==> config.mk <==
export PLATFORM = sky130hd
export DESIGN_NAME = quadrature_decoder_flat
export DESIGN_NICKNAME = d
export VERILOG_FILES = /design/src/rtl/quadrature_decoder_if.sv /design/src/rtl/quadrature_decoder.sv /design/src/flat_wrapper.sv
export SDC_FILE = /design/constraint.sdc
export NUM_CORES = 1
export LEC_CHECK = 0
export BUFFER_PORTS_ARGS = -buffer_cell sky130_fd_sc_hd__buf_2
export CAP_MARGIN = 10
export CORE_ASPECT_RATIO = 1.25
export CORE_MARGIN = 2
export CORE_UTILIZATION = 56
export CTS_CLUSTER_DIAMETER = 200
export CTS_CLUSTER_SIZE = 8
export DETAILED_ROUTE_END_ITERATION = 12
export PLACE_DENSITY_LB_ADDON = 0.08
export RECOVER_POWER = 100
export SLEW_MARGIN = 25
export SYNTH_ARGS = -nofsm -noshare
export SYNTH_HDL_FRONTEND = slang
export SYNTH_SLANG_ARGS = --single-unit
==> constraint.sdc <==
create_clock -name clk -period 5.1 [get_ports clk]
set_clock_uncertainty 0.15 [all_clocks]
set_input_delay 1.02 -clock clk [delete_from_list [all_inputs] [get_ports clk]]
set_output_delay 1.02 -clock clk [all_outputs]
set_load 0.005 [all_outputs]
==> src/rtl/quadrature_decoder_if.sv <==
// ============================================================================
// Module      : quadrature_decoder_if
// Description : Control/status bundle of the quadrature decoder. The consumer
//               (master) drives clear/load and reads back position, step
//               pulses and the sticky error flag; the decoder is the slave.
// Signals     : clear      - sync clear of position, accumulator and error
//               load       - sync load of position from load_value
//               load_value - CNT_WIDTH value used by load
//               position   - unsigned position count
//               step_valid - one-cycle pulse per detent step
//               step_dir   - 1 = forward (A leads B), valid with step_valid
//               error      - sticky illegal-transition flag
// Revision    : 1.0 - initial release
// ============================================================================
`default_nettype none

interface quadrature_decoder_if #(
  parameter int CNT_WIDTH = 8
);
  logic                 clear;
  logic                 load;
  logic [CNT_WIDTH-1:0] load_value;
  logic [CNT_WIDTH-1:0] position;
  logic                 step_valid;
  logic                 step_dir;
  logic                 error;

  modport master (
    output clear, load, load_value,
    input  position, step_valid, step_dir, error
  );

  modport slave (
    input  clear, load, load_value,
    output position, step_valid, step_dir, error
  );
endinterface

`default_nettype wire

==> src/rtl/quadrature_decoder.sv <==
// ============================================================================
// Module      : quadrature_decoder
// Description : Quadrature decoder for rotary encoders. Synchronises the A/B
//               channels, decodes Gray-code transitions into sub-steps, groups
//               STEPS_PER_DETENT sub-steps into one detent step and maintains a
//               saturating or wrapping position counter. Provides clear/load
//               and a sticky illegal-transition error.
// Ports       : clk      - system clock (posedge)
//               rst_n    - asynchronous active-low reset
//               enc_ch_a - encoder channel A (asynchronous)
//               enc_ch_b - encoder channel B (asynchronous)
//               bus      - quadrature_decoder_if.slave control/status bundle
// Config      : QDEC_GLITCH_FILTER_EN - when defined, inserts a per-channel
//               glitch filter of FILTER_LEN cycles after the synchroniser.
// Revision    : 1.0 - initial release
// ============================================================================
`default_nettype none

module quadrature_decoder #(
  parameter int CNT_WIDTH        = 8,
  parameter int STEPS_PER_DETENT = 4,
  parameter int SYNC_STAGES      = 2,
  parameter int FILTER_LEN       = 4,
  parameter int SATURATE         = 1
) (
  input  logic                 clk,
  input  logic                 rst_n,
  input  logic                 enc_ch_a,
  input  logic                 enc_ch_b,
  quadrature_decoder_if.slave  bus
);

  // --------------------------------------------------------------------------
  // Constants
  // --------------------------------------------------------------------------
  // Accumulator must hold +/-STEPS_PER_DETENT transiently (max 4) -> 4 bits.
  localparam int ACC_W = 4;
  localparam logic signed [ACC_W-1:0] ACC_ONE  = 4'sd1;
  localparam logic signed [ACC_W-1:0] ACC_POS  = ACC_W'(STEPS_PER_DETENT);
  localparam logic signed [ACC_W-1:0] ACC_NEG  = -ACC_POS;
  localparam logic [CNT_WIDTH-1:0]    POS_MAX  = '1;

`ifdef QDEC_GLITCH_FILTER_EN
  localparam int FILTER_CYCLES = FILTER_LEN;
`else
  // Filter absent: it contributes no start-up fill cycles.
  localparam int FILTER_CYCLES = (FILTER_LEN > 0) ? 0 : 0;
`endif

  localparam int FILL_CYCLES = SYNC_STAGES + FILTER_CYCLES;
  localparam int FILL_W      = $clog2(FILL_CYCLES + 1);

  // --------------------------------------------------------------------------
  // Synchroniser
  // --------------------------------------------------------------------------
  logic [SYNC_STAGES-1:0] sync_a_q;
  logic [SYNC_STAGES-1:0] sync_b_q;
  logic [1:0]             synced_ab;

  always_ff @(posedge clk or negedge rst_n) begin
    if (!rst_n) begin
      sync_a_q <= '0;
      sync_b_q <= '0;
    end else begin
      sync_a_q <= {sync_a_q[SYNC_STAGES-2:0], enc_ch_a};
      sync_b_q <= {sync_b_q[SYNC_STAGES-2:0], enc_ch_b};
    end
  end

  // Bit 1 = A, bit 0 = B, so the forward order reads 00->10->11->01.
  assign synced_ab = {sync_a_q[SYNC_STAGES-1], sync_b_q[SYNC_STAGES-1]};

  // --------------------------------------------------------------------------
  // Optional glitch filter
  // --------------------------------------------------------------------------
  logic [1:0] cur_ab;

`ifdef QDEC_GLITCH_FILTER_EN
  localparam int FCW = $clog2(FILTER_LEN) + 1;

  for (genvar ch = 0; ch < 2; ch++) begin : g_filter_ch
    logic           level_q;
    logic [FCW-1:0] cnt_q;

    // The filtered level follows the synced input only after the new level
    // has been present for FILTER_LEN consecutive cycles; any return to the
    // current filtered level restarts the count.
    always_ff @(posedge clk or negedge rst_n) begin
      if (!rst_n) begin
        level_q <= 1'b0;
        cnt_q   <= '0;
      end else if (synced_ab[ch] == level_q) begin
        cnt_q   <= '0;
      end else if (cnt_q == FCW'(FILTER_LEN - 1)) begin
        level_q <= synced_ab[ch];
        cnt_q   <= '0;
      end else begin
        cnt_q   <= cnt_q + 1'b1;
      end
    end

    assign cur_ab[ch] = level_q;
  end : g_filter_ch
`else
  assign cur_ab = synced_ab;
`endif

  // --------------------------------------------------------------------------
  // Start-up FSM: wait for the input pipeline to fill, capture the settled
  // level as the reference, then decode. Prevents a spurious error or count
  // when the encoder rests at a non-zero level at reset release.
  // --------------------------------------------------------------------------
  typedef enum logic [1:0] {
    ST_FILL = 2'd0,
    ST_ARM  = 2'd1,
    ST_RUN  = 2'd2
  } state_t;

  state_t              state_q, state_d;
  logic [FILL_W-1:0]   fill_cnt_q, fill_cnt_d;
  logic                arm;
  logic                run;

  always_ff @(posedge clk or negedge rst_n) begin
    if (!rst_n) begin
      state_q    <= ST_FILL;
      fill_cnt_q <= '0;
    end else begin
      state_q    <= state_d;
      fill_cnt_q <= fill_cnt_d;
    end
  end

  always_comb begin
    state_d    = state_q;
    fill_cnt_d = fill_cnt_q;
    arm        = 1'b0;
    run        = 1'b0;
    case (state_q)
      ST_FILL: begin
        if (fill_cnt_q == FILL_W'(FILL_CYCLES - 1)) begin
          state_d    = ST_ARM;
          fill_cnt_d = '0;
        end else begin
          fill_cnt_d = fill_cnt_q + 1'b1;
        end
      end
      ST_ARM: begin
        arm     = 1'b1;
        state_d = ST_RUN;
      end
      ST_RUN: begin
        run     = 1'b1;
      end
      default: begin
        state_d = ST_FILL;
      end
    endcase
  end

  // --------------------------------------------------------------------------
  // Transition decode
  // --------------------------------------------------------------------------
  function automatic logic [1:0] gray_next(input logic [1:0] ab);
    logic [1:0] nxt;
    case (ab)
      2'b00:   nxt = 2'b10;
      2'b10:   nxt = 2'b11;
      2'b11:   nxt = 2'b01;
      default: nxt = 2'b00;
    endcase
    return nxt;
  endfunction

  logic [1:0] prev_ab_q, prev_ab_d;
  logic       is_fwd;
  logic       is_rev;
  logic       is_illegal;

  assign is_fwd     = run && (cur_ab == gray_next(prev_ab_q));
  assign is_rev     = run && (prev_ab_q == gray_next(cur_ab));
  assign is_illegal = run && (cur_ab == ~prev_ab_q);

  // --------------------------------------------------------------------------
  // Accumulator, position, flags
  // --------------------------------------------------------------------------
  logic signed [ACC_W-1:0] acc_q, acc_d, acc_inc;
  logic [CNT_WIDTH-1:0]    pos_q, pos_d, pos_step;
  logic                    step_fwd;
  logic                    step_rev;
  logic                    step_valid_q, step_valid_d;
  logic                    step_dir_q, step_dir_d;
  logic                    error_q, error_d;

  always_comb begin
    acc_inc = acc_q;
    if (is_fwd) begin
      acc_inc = acc_q + ACC_ONE;
    end else if (is_rev) begin
      acc_inc = acc_q - ACC_ONE;
    end

    step_fwd = (acc_inc == ACC_POS);
    step_rev = (acc_inc == ACC_NEG);

    // Saturation holds the count at the rails; wrap relies on modulo
    // arithmetic of the CNT_WIDTH-bit adder.
    pos_step = pos_q;
    if (step_fwd) begin
      if ((SATURATE != 0) && (pos_q == POS_MAX)) begin
        pos_step = pos_q;
      end else begin
        pos_step = pos_q + 1'b1;
      end
    end else if (step_rev) begin
      if ((SATURATE != 0) && (pos_q == '0)) begin
        pos_step = pos_q;
      end else begin
        pos_step = pos_q - 1'b1;
      end
    end

    // clear > load > step; the step pulse itself is never suppressed.
    if (bus.clear) begin
      pos_d = '0;
    end else if (bus.load) begin
      pos_d = bus.load_value;
    end else begin
      pos_d = pos_step;
    end

    if (bus.clear || bus.load || step_fwd || step_rev) begin
      acc_d = '0;
    end else begin
      acc_d = acc_inc;
    end

    if (bus.clear) begin
      error_d = 1'b0;
    end else if (is_illegal) begin
      error_d = 1'b1;
    end else begin
      error_d = error_q;
    end

    prev_ab_d    = (arm || run) ? cur_ab : prev_ab_q;
    step_valid_d = step_fwd || step_rev;
    step_dir_d   = (step_fwd || step_rev) ? step_fwd : step_dir_q;
  end

  always_ff @(posedge clk or negedge rst_n) begin
    if (!rst_n) begin
      prev_ab_q    <= 2'b00;
      acc_q        <= '0;
      pos_q        <= '0;
      step_valid_q <= 1'b0;
      step_dir_q   <= 1'b0;
      error_q      <= 1'b0;
    end else begin
      prev_ab_q    <= prev_ab_d;
      acc_q        <= acc_d;
      pos_q        <= pos_d;
      step_valid_q <= step_valid_d;
      step_dir_q   <= step_dir_d;
      error_q      <= error_d;
    end
  end

  assign bus.position   = pos_q;
  assign bus.step_valid = step_valid_q;
  assign bus.step_dir   = step_dir_q;
  assign bus.error      = error_q;

endmodule

`default_nettype wire

==> src/flat_wrapper.sv <==
// flat-port wrapper written by rule: the top's interface ports become plain ports
module quadrature_decoder_flat 
#(
  parameter int CNT_WIDTH        = 8,
  parameter int STEPS_PER_DETENT = 4,
  parameter int SYNC_STAGES      = 2,
  parameter int FILTER_LEN       = 4,
  parameter int SATURATE         = 1
)
  (clk, rst_n, enc_ch_a, enc_ch_b, bus_clear, bus_load, bus_load_value, bus_position, bus_step_valid, bus_step_dir, bus_error);
  quadrature_decoder_if #(.CNT_WIDTH(CNT_WIDTH)) bus_i ();
  input  logic clk;
  input  logic rst_n;
  input  logic enc_ch_a;
  input  logic enc_ch_b;
  input wire logic [$bits(bus_i.clear)-1:0] bus_clear;
  input wire logic [$bits(bus_i.load)-1:0] bus_load;
  input wire logic [$bits(bus_i.load_value)-1:0] bus_load_value;
  output wire logic [$bits(bus_i.position)-1:0] bus_position;
  output wire logic [$bits(bus_i.step_valid)-1:0] bus_step_valid;
  output wire logic [$bits(bus_i.step_dir)-1:0] bus_step_dir;
  output wire logic [$bits(bus_i.error)-1:0] bus_error;
  assign bus_i.clear = bus_clear;
  assign bus_i.load = bus_load;
  assign bus_i.load_value = bus_load_value;
  assign bus_position = bus_i.position;
  assign bus_step_valid = bus_i.step_valid;
  assign bus_step_dir = bus_i.step_dir;
  assign bus_error = bus_i.error;
  quadrature_decoder #(.CNT_WIDTH(CNT_WIDTH), .STEPS_PER_DETENT(STEPS_PER_DETENT), .SYNC_STAGES(SYNC_STAGES), .FILTER_LEN(FILTER_LEN), .SATURATE(SATURATE)) u_core (.clk(clk), .rst_n(rst_n), .enc_ch_a(enc_ch_a), .enc_ch_b(enc_ch_b), .bus(bus_i));
endmodule
# Word level (Yosys, flattened, before mapping)
# Cells that the tools add are included.
[totals]
ff_bits = 25
in_bits = 14
out_inout_bits = 11
word_cells = 67
[classes]
add_sub_neg = 5
n_eq_ne = 16
muxes = 18
n_bitwise = 2
n_reduce_logical = 16
[op_table]
columns = ["operator", "count"]
rows = [
  ["two-way mux 8 bit", 6],
  ["case mux 2 bit (3 select lines)", 3],
  ["two-way mux 4 bit", 3],
  ["== test 2 bit (second input constant)", 5],
  ["adder 8 x 1 -> 8 bit (second input constant)", 1],
  ["== test 8 bit (second input constant)", 1],
  ["logical NOT 8 bit", 1],
  ["subtractor 8 x 1 -> 8 bit (second input constant)", 1],
  ["== test 2 bit", 3],
  ["logical NOT 2 bit", 3],
  ["logical OR 1 bit", 5],
  ["adder 4 x 2 -> 4 bit (second input constant)", 1],
  ["== test 2 x 1 -> 1 bit (second input constant)", 2],
  ["== test 4 x 3 -> 1 bit (second input constant)", 1],
  ["== test 4 bit (second input constant)", 1],
  ["two-way mux 1 bit", 4],
  ["two-way mux 2 bit", 2],
  ["!= test 4 x 3 -> 1 bit (second input constant)", 1],
  ["!= test 4 bit (second input constant)", 1],
  ["nonzero test 4 bit", 1],
  ["subtractor 4 x 2 -> 4 bit (second input constant)", 1],
  ["logical AND 1 bit", 3],
  ["AND reduction 3 bit", 1],
  ["adder 2 x 1 -> 2 bit (second input constant)", 1],
  ["5 further kinds", 5],
]

# Logic depth before layout (Yosys ltp)
# Gate-level depths: netlist of the first run.
[depth]
word_depth = 11
ltp_mapped = 16
ltp_nobuf = 15

# Worst setup path before layout of the first run
# No wires, ideal clock.
[synth_timing]
path_type = "reg2reg"
start = "reg u_core.state_q[0]"
end = "reg u_core.pos_q[7], in the netlist u_core.bus.position[7]"
setup_ps = 128
t_arrival_ps = 3642
path_slack_ps = 1180
stages_incl_launch_ff = 17
n_path_buf = 1
cell_sequence = "dfrtp_1 -> inv_1 -> ha_1 -> clkbuf_1 -> nand2_1 -> nor3_1 -> o21ai_1 -> a32oi_4 -> nand2_1 -> ha_1 -> or3_1 -> a211o_1 -> a21oi_1 -> xor2_1 -> and4_1 -> a2111oi_1 -> mux2_1"
[synth_between]
elab_chain_len = 9
[synth_lines]
columns = ["item", "line", "rtl"]
rows = [
  ["from (decl)", "quadrature_decoder.sv:119", "state_t state_q, state_d;"],
  ["from (signal assigned)", "quadrature_decoder.sv:129", "state_q <= state_d;"],
  ["== test 2 bit (*)", "quadrature_decoder.sv:139", "case (state_q)"],
  ["two-way mux 1 bit (*)", "quadrature_decoder.sv:139", ""],
  ["logical AND 1 bit", "quadrature_decoder.sv:181", "assign is_rev = run && (prev_ab_q == gray_next(cur_ab));"],
  ["two-way mux 4 bit", "quadrature_decoder.sv:199", "end else if (is_rev) begin"],
  ["two-way mux 4 bit (*)", "quadrature_decoder.sv:197", "if (is_fwd) begin"],
  ["== test 4 bit", "quadrature_decoder.sv:203", "step_fwd = (acc_inc == ACC_POS);"],
  ["two-way mux 8 bit", "quadrature_decoder.sv:209", "if (step_fwd) begin"],
  ["two-way mux 8 bit", "quadrature_decoder.sv:226", "end else if (bus.load) begin"],
  ["two-way mux 8 bit", "quadrature_decoder.sv:224", "if (bus.clear) begin"],
  ["to (signal assigned)", "quadrature_decoder.sv:262", "pos_q <= pos_d;"],
  ["to (decl)", "quadrature_decoder.sv:188", "logic [CNT_WIDTH-1:0] pos_q, pos_d, pos_step;"],
]
# Mark *: on every way between the ends. The rest lies on a longest branch, timed or not.
# A chain may end at the register's enable or synchronous reset.

# Final worst setup path of the first run
# Same ends and word-level chain as after synthesis.

==> metrics.csv, run 1 <==
stage;metric;value;unit
logic_synthesis;synthFlopType;dfrtp_1;
timing;min_period;4.37;ns
logic_synthesis;synth_top_area_cell;dfrtp_1;
clock_network;cts-hold-fix-buffers;0;
finish;fin_cells;224;
die;num_rows;21;
logic_synthesis;synth_top_area_frac;0.383;
drt;antenna_left;0;
clock_network;cts.clk_slew.worst_paths;0.14;ns
timing;slew_viol_final;16;
worst_setup_path;cp_slowest_cell;dfrtp_1;
outcome;violations;max-capacitance violations, max-slew violations;
drt;routed_wl;3.46;mm
worst_setup_path;cp.arrival;4.44;ns
job;cap_violations;1;
logic_synthesis;synth_area_leaders;dfrtp_1 (38%), ha_1 (9.2%), xor2_1 (3.8%), a21oi_1 (3.7%), nor2_1 (3.4%);
timing;slew-limit-headroom;-0.269;
die;io_pins;25;
logic_synthesis;netlist_area;0.00163;mm2
clock_network;clkLatencyLatePin;0.32;ns
worst_setup_path;criticalPathCategory;reg2reg;
grt;antenna_found_initial;0;
timing;fmax;229;MHz
drt;num_vias;1338;
power;pwr_density_cell;297;mW/mm2
drt;routed.top_layer;met4;
worst_setup_path;critPathMaxFanout;14;
timing;rsz0062_at_grt;no;
die;chipWidth;52.3;um
worst_setup_path;reg2reg_depth;15;
drt;drc;0;
placed_design;placed_cells;220;
die;die_h;64.4;um
clock_network;htree_levels;1;
worst_setup_path;crit_end;u_core.bus.position[7];
worst_setup_path;r2r_setup_slack;0.73;ns
worst_setup_path;crit_start;u_core.state_q[0];
clock_network;numClockSinks;25;
clock_network;cts_tree;yes;
timing;final_hold_viol_count;0;
drt;vias_per_cell;5.97;
logic_synthesis;async_flop_share;1.00;
placed_design;pre_cts_slack;0.803;ns
drt;wl_met1;1.39;mm
timing;tightest_slew;1.89;ns
worst_setup_path;r2r_start;u_core.state_q[0];
timing;period_share;0.858;
placed_design;place_congestion;0.830;
power;ir_drop;0.000170;V
grt;overflow;0;
power;p_leak;0.000813;uW
finish;drive_gt1_frac;0.163;
worst_setup_path;cp-start-kind;flop;
clock_network;cts_repair_resize_count;0;
worst_setup_path;slowest_delay;0.43;ns
die;die-area;0.00337;mm2
logic_synthesis;synth_edf_count;0;
placed_design;portBuffers;24;
logic_synthesis;post_synth.cell_area_avg;9.78;um2
timing;fin_ws;0.726;ns
finish;fillers;243;
clock_network;ctsLongestPathBuffers;2;
die;initial_core_util;0.598;
finish;final_nets;218;
outcome;status;finished with violations;
timing;final.setup.tns;0;ns
clock_network;post_cts_buffers;0;
drt;drt-initial-drc-count;49;
die;core;0.00273;mm2
logic_synthesis;synth_nets;194;
logic_synthesis;ys_types;45;
grt;grt_first_pass_wirelength;6.14;mm
worst_hold_path;hp-class;reg2reg;
drt;wl_met3;100;um
finish;num_antenna_cells;0;
worst_setup_path;cp_cell_sequence;inv_1 -> ha_1 -> nand2_1 -> nor3_1 -> o21ai_0 -> a32oi_4 -> nand2_1 -> ha_1 -> or3_1 -> a211o_1 -> a21oi_1 -> xor2_1 -> and4_1 -> a2111oi_1 -> mux2_1;
logic_synthesis;ys_seq_area_frac;0.383;
placed_design;dp_hpwl;2.63;mm
clock_network;numCtsBuffers;3;
worst_setup_path;end_kind;flop;
logic_synthesis;ys_warn_count;0;
power;p_total;525;uW
drt;wl_met2;1.92;mm
finish;synthToLayoutAreaGrowth;7.96;%
logic_synthesis;ys_seq_elements;25;
logic_synthesis;synthCells;167;
grt;grt_max_degree;26;
clock_network;clockRootBuffer;clkbuf_4;
grt;grt_usage;0.240;
timing;finalSetupViolCount;0;
grt;grt_pass1_vias;1377;
timing;hold_slack;0.216;ns
drt;wl_per_cell;15.5;um
drt;drt_pre_antenna_iters;6;
worst_setup_path;r2r_end;u_core.bus.position[7];
worst_setup_path;cp.required;5.17;ns
-- power by group --
group / internal (uW) / switching [uW]
logic: 88.3 / 100
clock network: 29.4 / 60.5
registers: 219 / 27.3
-- worst min-delay path by stage --
stage                     depth (start not counted)  slack (ns)                  to                from
after detailed placement                          0        0.19  u_core.sync_a_q[1]  u_core.sync_a_q[0]
final                                             0        0.22  u_core.sync_a_q[1]  u_core.sync_a_q[0]
after global routing                              0        0.22  u_core.sync_a_q[1]  u_core.sync_a_q[0]
after global placement                            0        0.18  u_core.sync_b_q[1]  u_core.sync_b_q[0]
after floorplan                                   0        0.18  u_core.sync_a_q[1]  u_core.sync_a_q[0]
after CTS                                         0        0.22  u_core.sync_a_q[1]  u_core.sync_a_q[0]
-- cells in the final DEF, fill, tap and decap left out, types with 2 or more instances in the layout --
master,n
buf_2,20
o21ai_0,8
nand4b_1,2
nor3_1,6
nand2b_1,2
mux2i_1,3
clkbuf_4,3
a21o_1,3
nor2_1,15
nand3_1,2
and3_1,2
o31ai_1,6
ha_1,12
nor4_1,4
xnor2_1,5
mux2_2,2
a211o_1,2
nand4_1,3
dfrtp_1,25
nand2_1,14
xor2_1,7
inv_1,8
clkbuf_1,4
a21oi_1,12
-- per-stage QoR --
stage / utilization / area [um2]
final: 0.646 / 1760
after global routing: 0.646 / 1760
after CTS: 0.658 / 1800
after detailed placement: 0.647 / 1770
after global placement: 0.647 / 1770
after floorplan: - / 1630
-- routing by layer --
metal	vias to the layer above	GRT usage
li1	650	-
met2	30	0.441
met4	0	0.0769
met3	5	0.0210
met1	653	0.285
met5	-	0
-- synthesized netlist by cell type (2+ instances only) --
| master | number |
|---|---|
| nand3_1 | 2 |
| dfrtp_1 | 25 |
| xor2_1 | 7 |
| nor2_1 | 15 |
| nand2_1 | 14 |
| ha_1 | 12 |
| inv_1 | 8 |
| nand4b_1 | 2 |
| xnor2_1 | 5 |
| nor3_1 | 6 |
| o21ai_0 | 6 |
| mux2_2 | 2 |
| a21oi_1 | 12 |
| a21o_1 | 3 |
| and3_1 | 2 |
| o21ai_1 | 2 |
| nor4_1 | 3 |
| nand4_1 | 3 |
| o31ai_1 | 6 |
| mux2i_1 | 3 |
| clkbuf_1 | 3 |
| a211o_1 | 2 |
| nand2b_1 | 2 |
-- kinds of logic after synthesis --
group / share of synthesized area
flops: 0.383
mux: 0.0390
xor+xnor: 0.0743
buf+inv: 0.0352
simple gates: 0.184
compound gates: 0.181
fa+ha+maj: 0.104
-- flip-flops by register name (all words and copies together), names as in the netlist --
register               cells
u_core.acc_q               4
u_core.bus.error           1
u_core.bus.position        8
u_core.bus.step_dir        1
u_core.bus.step_valid      1
u_core.fill_cnt_q          2
u_core.prev_ab_q           2
u_core.state_q             2
u_core.sync_a_q            2
u_core.sync_b_q            2
-- final cells by class --
class	count	area [um2]	area share
clock buffers	3	22.5	0.0128
clock inverters	1	5.00	0.00284
inverters	8	30.0	0.0170
multi-input cells	129	923	0.523
flip-flops and latches	25	626	0.355
well taps	34	42.5	0.0241
repair buffers	24	115	0.0652
-- worst max-delay path: cells and delay by family (launching register included) --
family | cells | cell delay [ns]
XOR/XNOR | 1 | 0.20
AND/OR/NAND/NOR | 5 | 1.27
AO/OA/AOI/OAI | 5 | 1.06
buffers and inverters | 1 | 0.09
flip-flops | 1 | 0.43
adder cells (fa/ha/maj) | 2 | 0.75
multiplexers | 1 | 0.31
Power figures use the tool's default switching activity.
==> run 2: changes to the inputs <==
--- a/config.mk
+++ b/config.mk
@@ -13,6 +13,7 @@
 export CTS_CLUSTER_DIAMETER = 200
 export CTS_CLUSTER_SIZE = 8
 export DETAILED_ROUTE_END_ITERATION = 12
+export MAX_ROUTING_LAYER = met4
 export PLACE_DENSITY_LB_ADDON = 0.08
 export RECOVER_POWER = 100
 export SLEW_MARGIN = 25
==> run 2 against run 1 <==
The flow still finishes with violations (max-capacitance violations, max-slew violations). Sequential power is essentially flat. Clock power grew 11%. Via count shrank 0.75%. Worst hold slack gained 0.0073 ns. Core utilization shrank 0.55 points. Sequential share of layout area grew 0.30 points. Register-to-register slack gained 0.08 ns. Fmax grew 1.8%. Critical path type unchanged. Largest cell class unchanged.
==> metrics.csv, run 2 (synthesis results as in run 1) <==
stage;metric;value;unit;change
grt;overflow;0;;unchanged
placed_design;portBuffers;24;;unchanged
clock_network;numCtsBuffers;3;;unchanged
drt;drt_pre_antenna_iters;4;;-2
finish;final_nets;218;;unchanged
timing;final.setup.tns;0;ns;unchanged
power;pwr_density_cell;304;mW/mm2;+2.1%
finish;final_util;0.640;;-0.00549
grt;grt_usage;0.231;;-0.00939
die;num_rows;21;;unchanged
clock_network;ctsLongestPathBuffers;2;;unchanged
outcome;violations;max-capacitance violations, max-slew violations;;
die;io_pins;25;;unchanged
timing;fmax;233;MHz;+1.8%
job;cap_violations;1;;unchanged
clock_network;cts_repair_resize_count;0;;unchanged
worst_hold_path;hp-class;reg2reg;;
die;die_h;64.4;um;unchanged
timing;finalSetupViolCount;0;;unchanged
worst_setup_path;cp_slowest_cell;dfrtp_1;;
clock_network;cts.clk_slew.worst_paths;0.16;ns;+0.02 ns
drt;vias_per_cell;5.93;;-0.75%
worst_setup_path;cp_top_family;simple AND/OR/NAND/NOR gates;;
drt;drc;0;;unchanged
grt;grt_pass1_vias;1292;;-6.2%
timing;tightest_slew;1.90;ns;+0.0100 ns
power;p_leak;0.000817;uW;+0.38%
timing;final_hold_viol_count;0;;unchanged
drt;antenna_left;0;;unchanged
finish;layout_commonest_cell;dfrtp_1;;
worst_setup_path;cp.arrival;4.38;ns;-0.06 ns
timing;min_period;4.30;ns;-0.0758 ns
drt;routed_wl;3.34;mm;-3.6%
finish;num_antenna_cells;0;;unchanged
clock_network;cts-hold-fix-buffers;0;;unchanged
finish;synthToLayoutAreaGrowth;7.04;%;
power;ir_drop;0.000215;V;+26%
worst_setup_path;r2r_setup_slack;0.80;ns;+0.08 ns
power;internal_power;338;uW;+0.60%
drt;wl_per_cell;14.9;um;-3.6%
die;initial_core_util;0.598;;unchanged
finish;largest_reg_flops;8;;unchanged
placed_design;dp_hpwl;2.56;mm;-2.9%
power;p_sw;193;uW;+2.4%
grt;antenna_found_initial;0;;unchanged
power;swShare;0.363;;+0.00418
worst_setup_path;end_kind;flop;;
timing;slew-limit-headroom;-0.276;;-0.00671
worst_setup_path;critical_path_buf_inv_count;1;;unchanged
clock_network;clkLatencyLatePin;0.35;ns;+0.03 ns
worst_setup_path;cp_cell_sequence;inv_1 -> ha_1 -> nand2_1 -> nor3_1 -> o21ai_1 -> a32oi_1 -> nand2_1 -> ha_1 -> or3_1 -> a211o_1 -> a21oi_1 -> xor2_1 -> and4_1 -> a2111oi_0 -> mux2_1;;
timing;slew_viol_final;16;;unchanged
clock_network;clockRootBuffer;clkbuf_4;;
worst_setup_path;cp-start-kind;flop;;
clock_network;numClockSinks;25;;unchanged
worst_setup_path;critPathMaxFanout;14;;unchanged
finish;most-common-layout-cells;dfrtp_1 (25), buf_2 (21), nor2_1 (15);;
drt;drt-initial-drc-count;43;;-12%
outcome;status;finished with violations;;
power;combPwrFrac;0.351;;-0.009
clock_network;post_cts_buffers;0;;unchanged
worst_setup_path;criticalPathCategory;reg2reg;;
grt;grt_max_degree;26;;unchanged
die;die-area;0.00337;mm2;unchanged
clock_network;cts_tree;yes;;
grt;grt_first_pass_wirelength;5.63;mm;-8.3%
worst_setup_path;slowest_delay;0.44;ns;about the same
power;clkPwrFrac;0.187;;+0.016
clock_network;htree_levels;1;;unchanged
drt;num_vias;1328;;-0.75%
worst_setup_path;cp.required;5.18;ns;about the same
timing;rsz0062_at_grt;no;;
die;chipWidth;52.3;um;unchanged
finish;drive_gt1_frac;0.163;;unchanged
timing;period_share;0.843;;-0.0149
power;pwr-share-seq;0.462;;-0.007
die;core;0.00273;mm2;unchanged
placed_design;place_congestion;0.863;;+4.0%
run 2: metrics by stage:
stage	total power, uW	setup WS, ns	std cells	hold WS (ns)	instance area (um2)
floorplan	386	1.18	167	0.181	1630
global placement	435	1.05	220	0.184	1770
detailed placement	442	0.923	220	0.193	1770
CTS	541	0.857	224	0.227	1800
global route	570	0.361	224	0.234	1750
finish	531	0.802	224	0.223	1750
run 2: worst reg2reg max path: cells and delay by family, from the launching register on:
family / cells / cell delay (ns)
AO/OA/AOI/OAI: 5 / 1.00
XOR/XNOR: 1 / 0.20
adder cells (fa/ha/maj): 2 / 0.74
buffers and inverters: 1 / 0.09
flip-flops: 1 / 0.44
multiplexers: 1 / 0.30
AND/OR/NAND/NOR: 5 / 1.27
run 2: power by group through the flow:
stage,clock [uW],sequential [uW],combinational [uW]
after floorplan,0,245,140
after global placement,0,248,187
after detailed placement,0,249,193
after CTS,102,245,194
after global routing,110,248,212
final,99.5,245,186
run 2: path summary, 6_finish.rpt:
check / start / endpoint / cells past startpoint
max in group asynchronous: rst_n / u_core.acc_q[0] / 1
worst max register to register: u_core.state_q[0] / u_core.bus.position[7] / 15
min in group asynchronous: rst_n / u_core.fill_cnt_q[1] / 1
worst max-delay path: u_core.state_q[0] / u_core.bus.position[7] / 15
worst min register to register: u_core.sync_b_q[0] / u_core.sync_b_q[1] / 0
worst min-delay path: u_core.sync_b_q[0] / u_core.sync_b_q[1] / 0
run 2: cell type report:
type	count	area (um2)
fill	239	983
multi-input combinational	129	903
sequential	25	626
timing repair buffer	24	116
tap	34	42.5
inverter	8	30.0
clock buffer	3	22.5
clock inverter	1	8.76
run 2: per-layer routing:
metal  wire, um  vias up  GRT usage
met5          0        -          -
met4         78        0     0.0994
met3        104        8     0.0210
met2       1750       30      0.397
met1       1400      643      0.269
li1           -      647          -
